[config.mk]
export PLATFORM = sky130hd
export DESIGN_NAME = ldst_control_sequencer
export DESIGN_NICKNAME = d
export VERILOG_FILES = /design/src/rtl/ldst_control_sequencer.sv
export SDC_FILE = /design/constraint.sdc
export NUM_CORES = 1
export LEC_CHECK = 0
export CORE_MARGIN = 4
export CORE_UTILIZATION = 43
export DETAILED_ROUTE_END_ITERATION = 12
export GPL_TIMING_DRIVEN = 0
export HOLD_SLACK_MARGIN = 0.02
export PLACE_DENSITY = 0.76
export SYNTH_ARGS = -nofsm -noshare
export SYNTH_HDL_FRONTEND = slang
export SYNTH_SLANG_ARGS = --single-unit
[constraint.sdc]
create_clock -name Clock -period 2.2 [get_ports Clock]
set_clock_uncertainty 0.1 [all_clocks]
set_input_delay 0.66 -clock Clock [delete_from_list [all_inputs] [get_ports Clock]]
set_output_delay 0.66 -clock Clock [all_outputs]
set_load 0.02 [all_outputs]
[src/rtl/ldst_control_sequencer.sv]
// ldst_control_sequencer
// Control sequencer for the memory-class instructions ld, ldi and st.
// Fetch occupies T0-T2 and execute occupies T3-T7. The datapath strobes are
// decoded from the registered state. In T3 the decode also uses the live
// opcode. After T3 it uses the opcode captured in T3.
// Memory steps (T1, T6 for ld, T7 for st) last MEM_LAT cycles each. A wait
// counter tracks them.
// Optional feature: define SEQ_SINGLE_STEP_EN to add a Step input. Non-idle
// states then advance only on cycles where Step=1. Strobes that load a
// register are gated by Step.
module ldst_control_sequencer #(
    parameter int               OPC_W   = 5,
    parameter logic [OPC_W-1:0] OP_LD   = 5'b00000,
    parameter logic [OPC_W-1:0] OP_LDI  = 5'b00001,
    parameter logic [OPC_W-1:0] OP_ST   = 5'b00010,
    parameter int               MEM_LAT = 1,
    parameter int               CNT_W   = 16
) (
    input  logic             Clock,
    input  logic             Reset,
    input  logic             Run,
`ifdef SEQ_SINGLE_STEP_EN
    input  logic             Step,
`endif
    input  logic [OPC_W-1:0] opcode,
    output logic             PCout,
    output logic             PCin,
    output logic             IncPC,
    output logic             MARin,
    output logic             MDRin,
    output logic             MDRout,
    output logic             IRin,
    output logic             Yin,
    output logic             Zin,
    output logic             ZLOout,
    output logic             Cout,
    output logic             BAout,
    output logic             Gra,
    output logic             Grb,
    output logic             Rin,
    output logic             Rout,
    output logic             Read,
    output logic             Write,
    output logic             Busy,
    output logic             Done,
    output logic             Illegal,
    output logic [CNT_W-1:0] retired,
    output logic [3:0]       state_dbg
);

    localparam int WAIT_W = (MEM_LAT > 1) ? $clog2(MEM_LAT) : 1;

    typedef enum logic [3:0] {
        S_IDLE, S_T0, S_T1, S_T2, S_T3, S_T4, S_T5, S_T6, S_T7, S_ILLEGAL
    } state_t;

    state_t             state_q, state_d;
    logic [WAIT_W-1:0]  wait_q, wait_d;
    logic [OPC_W-1:0]   opc_q, opc_d;
    logic [CNT_W-1:0]   retired_q, retired_d;

    logic adv;
    logic wait_last;
    logic is_ld, is_ldi, is_st;
    logic legal_now;
    logic final_step;
    logic complete;

    // raw decodes before Step gating
    logic pcin_r, incpc_r, marin_r, mdrin_r, irin_r, zin_r, rin_r, write_r;

`ifdef SEQ_SINGLE_STEP_EN
    assign adv = Step;
`else
    assign adv = 1'b1;
`endif

    assign wait_last = (wait_q == WAIT_W'(MEM_LAT - 1));
    assign is_ld     = (opc_q == OP_LD);
    assign is_ldi    = (opc_q == OP_LDI);
    assign is_st     = (opc_q == OP_ST);
    assign legal_now = (opcode == OP_LD) || (opcode == OP_LDI) || (opcode == OP_ST);

    // final step of each instruction; Done only on the advancing cycle
    assign final_step = ((state_q == S_T5) && is_ldi) ||
                        ((state_q == S_T7) && is_ld)  ||
                        ((state_q == S_T7) && is_st && wait_last);
    assign complete   = final_step && adv;

    // next-state, wait counter, captured opcode and retired counter
    always_comb begin
        state_d   = state_q;
        wait_d    = wait_q;
        opc_d     = opc_q;
        retired_d = retired_q;
        case (state_q)
            S_IDLE: begin
                wait_d = '0;
                if (Run) state_d = S_T0;
            end
            S_T0: if (adv) state_d = S_T1;
            S_T1: if (adv) begin
                if (wait_last) begin
                    wait_d  = '0;
                    state_d = S_T2;
                end else begin
                    wait_d = wait_q + 1'b1;
                end
            end
            S_T2: if (adv) state_d = S_T3;
            S_T3: if (adv) begin
                opc_d   = opcode;
                state_d = legal_now ? S_T4 : S_ILLEGAL;
            end
            S_T4: if (adv) state_d = S_T5;
            S_T5: if (adv && !is_ldi) state_d = S_T6;
            S_T6: if (adv) begin
                if (is_ld && !wait_last) begin
                    wait_d = wait_q + 1'b1;
                end else begin
                    wait_d  = '0;
                    state_d = S_T7;
                end
            end
            S_T7: if (adv && is_st && !wait_last) wait_d = wait_q + 1'b1;
            S_ILLEGAL: state_d = S_ILLEGAL;
            default: state_d = S_IDLE;
        endcase
        if (complete) begin
            wait_d    = '0;
            retired_d = retired_q + 1'b1;
            state_d   = Run ? S_T0 : S_IDLE;
        end
    end

    // state register with synchronous reset
    always_ff @(posedge Clock) begin
        if (Reset) begin
            state_q   <= S_IDLE;
            wait_q    <= '0;
            opc_q     <= '0;
            retired_q <= '0;
        end else begin
            state_q   <= state_d;
            wait_q    <= wait_d;
            opc_q     <= opc_d;
            retired_q <= retired_d;
        end
    end

    // strobe decode from registered state (live opcode used in T3 only)
    always_comb begin
        PCout   = 1'b0;
        MDRout  = 1'b0;
        Yin     = 1'b0;
        ZLOout  = 1'b0;
        Cout    = 1'b0;
        BAout   = 1'b0;
        Gra     = 1'b0;
        Grb     = 1'b0;
        Rout    = 1'b0;
        Read    = 1'b0;
        pcin_r  = 1'b0;
        incpc_r = 1'b0;
        marin_r = 1'b0;
        mdrin_r = 1'b0;
        irin_r  = 1'b0;
        zin_r   = 1'b0;
        rin_r   = 1'b0;
        write_r = 1'b0;
        case (state_q)
            S_T0: begin
                PCout   = 1'b1;
                marin_r = 1'b1;
                incpc_r = 1'b1;
                zin_r   = 1'b1;
            end
            S_T1: begin
                Read    = 1'b1;
                ZLOout  = 1'b1;
                pcin_r  = wait_last;
                mdrin_r = wait_last;
            end
            S_T2: begin
                MDRout = 1'b1;
                irin_r = 1'b1;
            end
            S_T3: if (legal_now) begin
                Grb   = 1'b1;
                BAout = 1'b1;
                Yin   = 1'b1;
            end
            S_T4: begin
                Cout  = 1'b1;
                zin_r = 1'b1;
            end
            S_T5: begin
                ZLOout = 1'b1;
                if (is_ldi) begin
                    Gra   = 1'b1;
                    rin_r = 1'b1;
                end else begin
                    marin_r = 1'b1;
                end
            end
            S_T6: begin
                if (is_ld) begin
                    Read    = 1'b1;
                    mdrin_r = wait_last;
                end else begin
                    Gra     = 1'b1;
                    Rout    = 1'b1;
                    mdrin_r = 1'b1;
                end
            end
            S_T7: begin
                if (is_ld) begin
                    MDRout = 1'b1;
                    Gra    = 1'b1;
                    rin_r  = 1'b1;
                end else begin
                    write_r = 1'b1;
                end
            end
            default: ;
        endcase
    end

    assign PCin      = pcin_r  & adv;
    assign IncPC     = incpc_r & adv;
    assign MARin     = marin_r & adv;
    assign MDRin     = mdrin_r & adv;
    assign IRin      = irin_r  & adv;
    assign Zin       = zin_r   & adv;
    assign Rin       = rin_r   & adv;
    assign Write     = write_r & adv;
    assign Done      = complete;
    assign Busy      = (state_q != S_IDLE) && (state_q != S_ILLEGAL);
    assign Illegal   = (state_q == S_ILLEGAL);
    assign retired   = retired_q;
    assign state_dbg = state_q;

endmodule

# Yosys cells after proc, flatten, opt, wreduce, memory -nomap -nowiden
# Index checks and enable logic that the tools add are counted.
# W data, S select, Z words.
dict set report totals {
  register_bits 26
  inputBits 8
  output_inout_bits 41
}
dict set report op_classes {
  add_sub_neg 2
  eq_ne 20
  mux 33
  bitwise 1
  reduce_logical 21
}
# op n
set op_table {}
lappend op_table {{$pmux W4 S10} 1}
lappend op_table {{$mux W4} 6}
lappend op_table {{$mux W1} 19}
lappend op_table {{$add A16 B1 Y16 const B} 1}
lappend op_table {{$eq A4 B3 Y1 const B} 4}
lappend op_table {{$ne A3 B3 Y1 const B} 4}
lappend op_table {{$eq A5 B1 Y1 const B} 2}
lappend op_table {{$eq A5 B2 Y1 const B} 2}
lappend op_table {{$logic_not A5 Y1} 2}
lappend op_table {{$pmux W1 S2} 5}
lappend op_table {{$eq A4 B2 Y1 const B} 2}
lappend op_table {{$eq A4 B4 Y1 const B} 2}
lappend op_table {{$reduce_bool A4 Y1} 2}
lappend op_table {{$logic_and A1 B1 Y1} 7}
lappend op_table {{$reduce_or A2 Y1} 3}
lappend op_table {{$reduce_and A5 Y1} 1}
lappend op_table {{$eq A4 B1 Y1 const B} 1}
lappend op_table {{$logic_not A4 Y1} 1}
lappend op_table {{$logic_or A1 B1 Y1} 4}
lappend op_table {{$ne A4 B4 Y1 const B} 1}
lappend op_table {{$pmux W1 S4} 1}
lappend op_table {{$pmux W1 S3} 1}
lappend op_table {{$ne A2 B1 Y1 const B} 1}
lappend op_table {{$ne A2 B2 Y1 const B} 1}
lappend op_table {{other kinds (3)} 3}

# Depth between registers and ports, before layout
dict set report depth {
  word_depth 6
  ltp_mapped 7
}

# Worst setup path after synthesis
# Ideal clock, no wire load.
dict set report synth_path {
  path_kind {register to output}
  startpoint {register state_q[2] (netlist: state_dbg[2])}
  endpoint {output Grb}
  arrival_time_ns 1.910
  t_required_ns 1.440
  path_slack_ns -0.470
  path_stages_with_launch 6
  cell_sequence {dfxtp_1 clkbuf_1 inv_1 nor4_2 and3_1 buf_4}
}
dict set report synth_between {
  elab_chain_cells 2
}
# element line
set synth_rtl {}
lappend synth_rtl {{start, declared} 57} ;# state_t state_q, state_d;
lappend synth_rtl {{start signal, assigned} 144} ;# state_q <= state_d;
lappend synth_rtl {{$eq A4 B3 Y1} n/a}
lappend synth_rtl {{$mux W1} n/a}
lappend synth_rtl {{end, declared} 39} ;# output logic Grb,
# Every way passes these cells.

# Final worst setup path
dict set report layout_path {
  startpoint {register opc_q[3]}
  endpoint {output Done}
}
dict set report layout_between {
  elab_chain_cells 4
}
# element line
set layout_rtl {}
lappend layout_rtl {{start, declared} 59} ;# logic [OPC_W-1:0] opc_q, opc_d;
lappend layout_rtl {{start signal, assigned} 146} ;# opc_q <= opc_d;
lappend layout_rtl {{$eq A5 B1 Y1 (tied with other cells)} 80} ;# assign is_ldi = (opc_q == OP_LDI);
lappend layout_rtl {{$logic_and A1 B1 Y1, on equally long branches} {85, 86, 87}}
lappend layout_rtl {{$logic_or A1 B1 Y1 / $logic_and A1 B1 Y1 (equally long branches)} {85, 87}}
lappend layout_rtl {{$logic_or A1 B1 Y1 (*)} 86} ;# ((state_q == S_T7) && is_ld) ||
lappend layout_rtl {{end, declared} 45} ;# output logic Done,
# Mark *: on every way between the ends. The rest lies on a longest branch, timed or not.

==> report_table.html <==
<table>
<tr><th>Metric</th><th>Value</th></tr>
<tr><th colspan="2">Clocking</th></tr>
<tr><td>Clk sinks</td><td>26</td></tr>
<tr><td>Clock network latency to the later pin of the worst-skew pair</td><td>0.28 ns</td></tr>
<tr><td>Hold-fix buffers, CTS</td><td>0</td></tr>
<tr><td>Bufs on Longest Clock Path</td><td>2</td></tr>
<tr><td>Clk root buf</td><td>clkbuf_8</td></tr>
<tr><td>H-Tree Depth</td><td>1</td></tr>
<tr><td>CTS tree</td><td>yes</td></tr>
<tr><td>Num CTS Buffers</td><td>3</td></tr>
<tr><td>Reg clk slew, reported paths</td><td>0.09 ns</td></tr>
<tr><th colspan="2">Yosys</th></tr>
<tr><td>Leading post-synthesis cells by cell area</td><td>dfxtp_1 (29%), nor2_1 (6.6%), mux2_1 (6.3%)</td></tr>
<tr><td>Sequential fraction of the synthesis area</td><td>29.3%</td></tr>
<tr><td>Fraction of synthesis flops using an asynchronous set or reset pin</td><td>0%</td></tr>
<tr><td>Post-synth cell types</td><td>48</td></tr>
<tr><td>Library cell with the largest summed area after synthesis</td><td>dfxtp_1</td></tr>
<tr><td>Cell area after synthesis</td><td>0.00178 mm²</td></tr>
<tr><td>Count of yosys warnings during synthesis</td><td>0</td></tr>
<tr><td>Post-synth EDFFs</td><td>0</td></tr>
<tr><td>Top FF cell, synth</td><td>dfxtp_1</td></tr>
<tr><td>Synth Net Count</td><td>between 200 and 250</td></tr>
<tr><td>Number of synthesized register bits</td><td>26</td></tr>
<tr><td>Synthesized area per cell</td><td>7.93 µm²</td></tr>
<tr><td>Share of the synthesized area in the top cell type</td><td>29.3%</td></tr>
<tr><td>Count of mapped cells out of synthesis</td><td>224</td></tr>
<tr><th colspan="2">Power</th></tr>
<tr><td>Fraction of power consumed by the clock network</td><td>~31%</td></tr>
<tr><td>Sequential share of power</td><td>45.8%</td></tr>
<tr><td>Fraction of power spent switching nets</td><td>between 20 and 30%</td></tr>
<tr><td>Leakage dissipation</td><td>1.15 nW</td></tr>
<tr><td>Internal power contribution</td><td>roughly 750 µW</td></tr>
<tr><td>Switching power summed over all nets</td><td>roughly 300 µW</td></tr>
<tr><td>VDD IR max</td><td>0.000423 V</td></tr>
<tr><td>Logic pwr share</td><td>a little under a quarter</td></tr>
<tr><td>PwrDens</td><td>360 mW/mm²</td></tr>
<tr><th colspan="2">STA</th></tr>
<tr><td>Part of the cycle the worst path needs</td><td>123%</td></tr>
<tr><td>Transition at the pin with the smallest max-transition slack</td><td>0.505 ns</td></tr>
<tr><td>Max-slew headroom</td><td>66.3%</td></tr>
<tr><td>RSZ-0062 raised after global routing</td><td>true</td></tr>
<tr><td>Final hold viol count</td><td>0</td></tr>
<tr><td>Post-route worst hold slack</td><td>0.466 ns</td></tr>
<tr><td>Minimum clock period</td><td>2.70 ns</td></tr>
<tr><td>Maximum clock frequency</td><td>370 MHz</td></tr>
<tr><td>Number of setup violations in the final report</td><td>27</td></tr>
<tr><td>Minimum setup slack in the final design</td><td>-0.502 ns</td></tr>
<tr><td>Final number of max-transition violations</td><td>0</td></tr>
<tr><th colspan="2">Detailed routing</th></tr>
<tr><td>First-iteration detailed-routing DRC count</td><td>184</td></tr>
<tr><td>Final ANT Viol Nets</td><td>0</td></tr>
<tr><td>Routed WL per cell</td><td>17.3 µm</td></tr>
<tr><td>Vias per Instance</td><td>5.85</td></tr>
<tr><td>Met1 wire length</td><td>~2600 µm</td></tr>
<tr><td>Wire length on met2</td><td>2950 µm</td></tr>
<tr><td>Max layer used</td><td>met4</td></tr>
<tr><td>Met3 routed wirelength</td><td>298 µm</td></tr>
<tr><td>Routed vias</td><td>2029</td></tr>
<tr><td>Drc violations</td><td>0</td></tr>
<tr><td>Drt pass-1 iters</td><td>4</td></tr>
<tr><td>Total wire length</td><td>5990 µm</td></tr>
<tr><th colspan="2">Place</th></tr>
<tr><td>IO Port Bufs</td><td>47</td></tr>
<tr><td>Setup Slack @ Placement</td><td>-0.929 ns</td></tr>
<tr><td>Final weighted congestion in routability-driven placement</td><td>0.866</td></tr>
<tr><td>Post-DP HPWL</td><td>3510 µm</td></tr>
<tr><td>Cell Count Post-Placement</td><td>321</td></tr>
<tr><th colspan="2">Critical path</th></tr>
<tr><td>Kind of end point of the critical path</td><td>primary output</td></tr>
<tr><td>Critical Path Start Type</td><td>flip-flop</td></tr>
<tr><td>Critical path class</td><td>flip-flop to primary output</td></tr>
<tr><td>Arrival time at the worst endpoint</td><td>around 1.9 ns</td></tr>
<tr><td>Worst endpoint required time</td><td>1.44 ns</td></tr>
<tr><td>Worst-path fanout max</td><td>3</td></tr>
<tr><th colspan="2">Status</th></tr>
<tr><td>Violated checks</td><td>negative setup slack</td></tr>
<tr><td>Result of the run</td><td>complete, but fails checks</td></tr>
<tr><th colspan="2">Global route</th></tr>
<tr><td>Number of global-route vias before repair</td><td>1906</td></tr>
<tr><td>Maximum number of pins on one net before global-route repair</td><td>15</td></tr>
<tr><td>Number of antenna violations at the first check in global routing</td><td>0</td></tr>
<tr><td>Total GRT Usage</td><td>a little over a fifth</td></tr>
<tr><td>Wire length of the first global-routing pass</td><td>between 9000 and 10000 µm</td></tr>
<tr><td>Overflow left after global routing</td><td>0</td></tr>
<tr><th colspan="2">Floorplan</th></tr>
<tr><td>Vertical die dimension</td><td>72.3 µm</td></tr>
<tr><td>FP Rows</td><td>23</td></tr>
<tr><td>Starting utilization of the core area</td><td>44.4%</td></tr>
<tr><td>Die Span X</td><td>72.3 µm</td></tr>
<tr><td>Boundary pin count</td><td>49</td></tr>
<tr><td>Core Footprint</td><td>0.00400 mm²</td></tr>
<tr><td>Full die area</td><td>around 0.0052 mm²</td></tr>
<tr><th colspan="2">Final layout</th></tr>
<tr><td>Final non-filler cell total</td><td>347</td></tr>
<tr><td>Layout fillers</td><td>286</td></tr>
<tr><td>Diodes inserted</td><td>0</td></tr>
<tr><td>Fraction of final layout cells sized beyond drive strength 1</td><td>about two fifths</td></tr>
<tr><td>Leading cell type in the layout, fill and taps excluded</td><td>nor2_1</td></tr>
<tr><td>Number of nets in the final layout</td><td>307</td></tr>
<tr><td>Area growth from synthesis to layout</td><td>64.1%</td></tr>
<tr><td>Commonest cells after routing, fill and taps aside</td><td>nor2_1 (28), clkdlybuf4s50_1 (21), buf_6 (20), buf_4 (20)</td></tr>
<tr><th colspan="2">Worst hold path</th></tr>
<tr><td>Hold Crit Class</td><td>flip-flop to flip-flop</td></tr>
<tr><th colspan="2">Job</th></tr>
<tr><td>Max-cap violation count</td><td>0</td></tr>
</table>
==> state kept, by name, indices dropped and copies added, names as in the netlist <==
name,flops
opc_q,5
retired,16
state_dbg,4
wait_q,1
==> what timing repair did <==
action	4_1_cts	5_1_grt
pin swaps	17	13
resized for setup	160	40
cloned	1	1
buffers inserted	20	8
endpoints found under the setup margin	33	41
==> layer usage <==
layer	global-route usage, %	vias up
met1	28.7	970
li1	-	945
met2	36.2	95
met3	2.91	19
met5	0	-
met4	5.22	0
==> synthesized netlist by cell type (3+ instances only) <==
library cell and number:
nor3_1 8, or2_2 4, and3_1 3, nor2_1 31, a31oi_1 4, a21oi_2 3, nand4_1 10, nand2b_1 5
nand3_1 7, inv_1 4, o21ai_0 5, mux2_1 10, dfxtp_1 26, clkbuf_1 12, buf_4 3, a21oi_1 8
nand2_1 12, buf_6 3, mux2_2 4, nor2b_1 16, mux2i_1 5, and4_1 5, a211oi_1 6
==> cell families (layout without fill, tap and decap cells) <==
group	Yosys count	in the layout	share of synthesized area [%]
xor gates and xnor gates	2	2	0.987
muxes	19	19	11.7
adders and majority gates	1	1	0.705
AOI/OAI and AO/OA	37	37	14.4
and+or+nand+nor	114	114	35.0
buffers and inverters	25	98	7.89
DFF	26	26	29.3
==> through the flow <==
stage | area [µm²] | setup TNS, ns | power, mW | util, %
3_3_place_gp | 2380 | -11.47 | 0.698 | 59.6
2_1_floorplan | 1850 | -0.485 | 0.621 | -
3_5_place_dp | 2380 | -11.98 | 0.700 | 59.6
6_report | 2910 | -5.87 | 1.05 | 72.8
4_1_cts | 2760 | -5.98 | 1.03 | 68.9
5_1_grt | 2910 | -7.43 | 1.09 | 72.8
==> power by group through the flow <==
stage / clock network (mW) / registers, mW / logic (mW)
after detailed placement: 0 / 0.489 / 0.211
after global placement: 0 / 0.488 / 0.210
after floorplan: 0 / 0.493 / 0.128
after CTS: 0.327 / 0.480 / 0.226
after global routing: 0.348 / 0.482 / 0.264
final: 0.320 / 0.480 / 0.249
==> final timing paths <==
check                               from           to  slack, ns  cells past startpoint
worst max-delay path            opc_q[3]         Done      -0.50                      6
worst min-delay path            opc_q[4]     opc_q[4]       0.47                      2
worst max register to register  opc_q[3]  retired[12]      -0.25                      7
worst min register to register  opc_q[4]     opc_q[4]       0.47                      2
==> layout make-up <==
type                       instances  area, µm²  share of cell area [%]
buffer                            18        185                    6.35
multi-input combinational        173       1360                    46.7
inverter                           4       15.0                   0.515
clock buffer                       4       55.1                    1.89
tap                               50       62.6                    2.15
timing repair buffer              72        691                    23.7
sequential                        26        546                    18.7
==> worst max-delay path: stages, from the launching register on <==
cell	delay, ns
dfxtp_4	0.35
or4_4	0.56
a211o_1	0.35
buf_6	0.15
buf_8	0.11
nand2_4	0.04
buf_6	0.11
No activity file was read; power rests on OpenSTA's default activity.
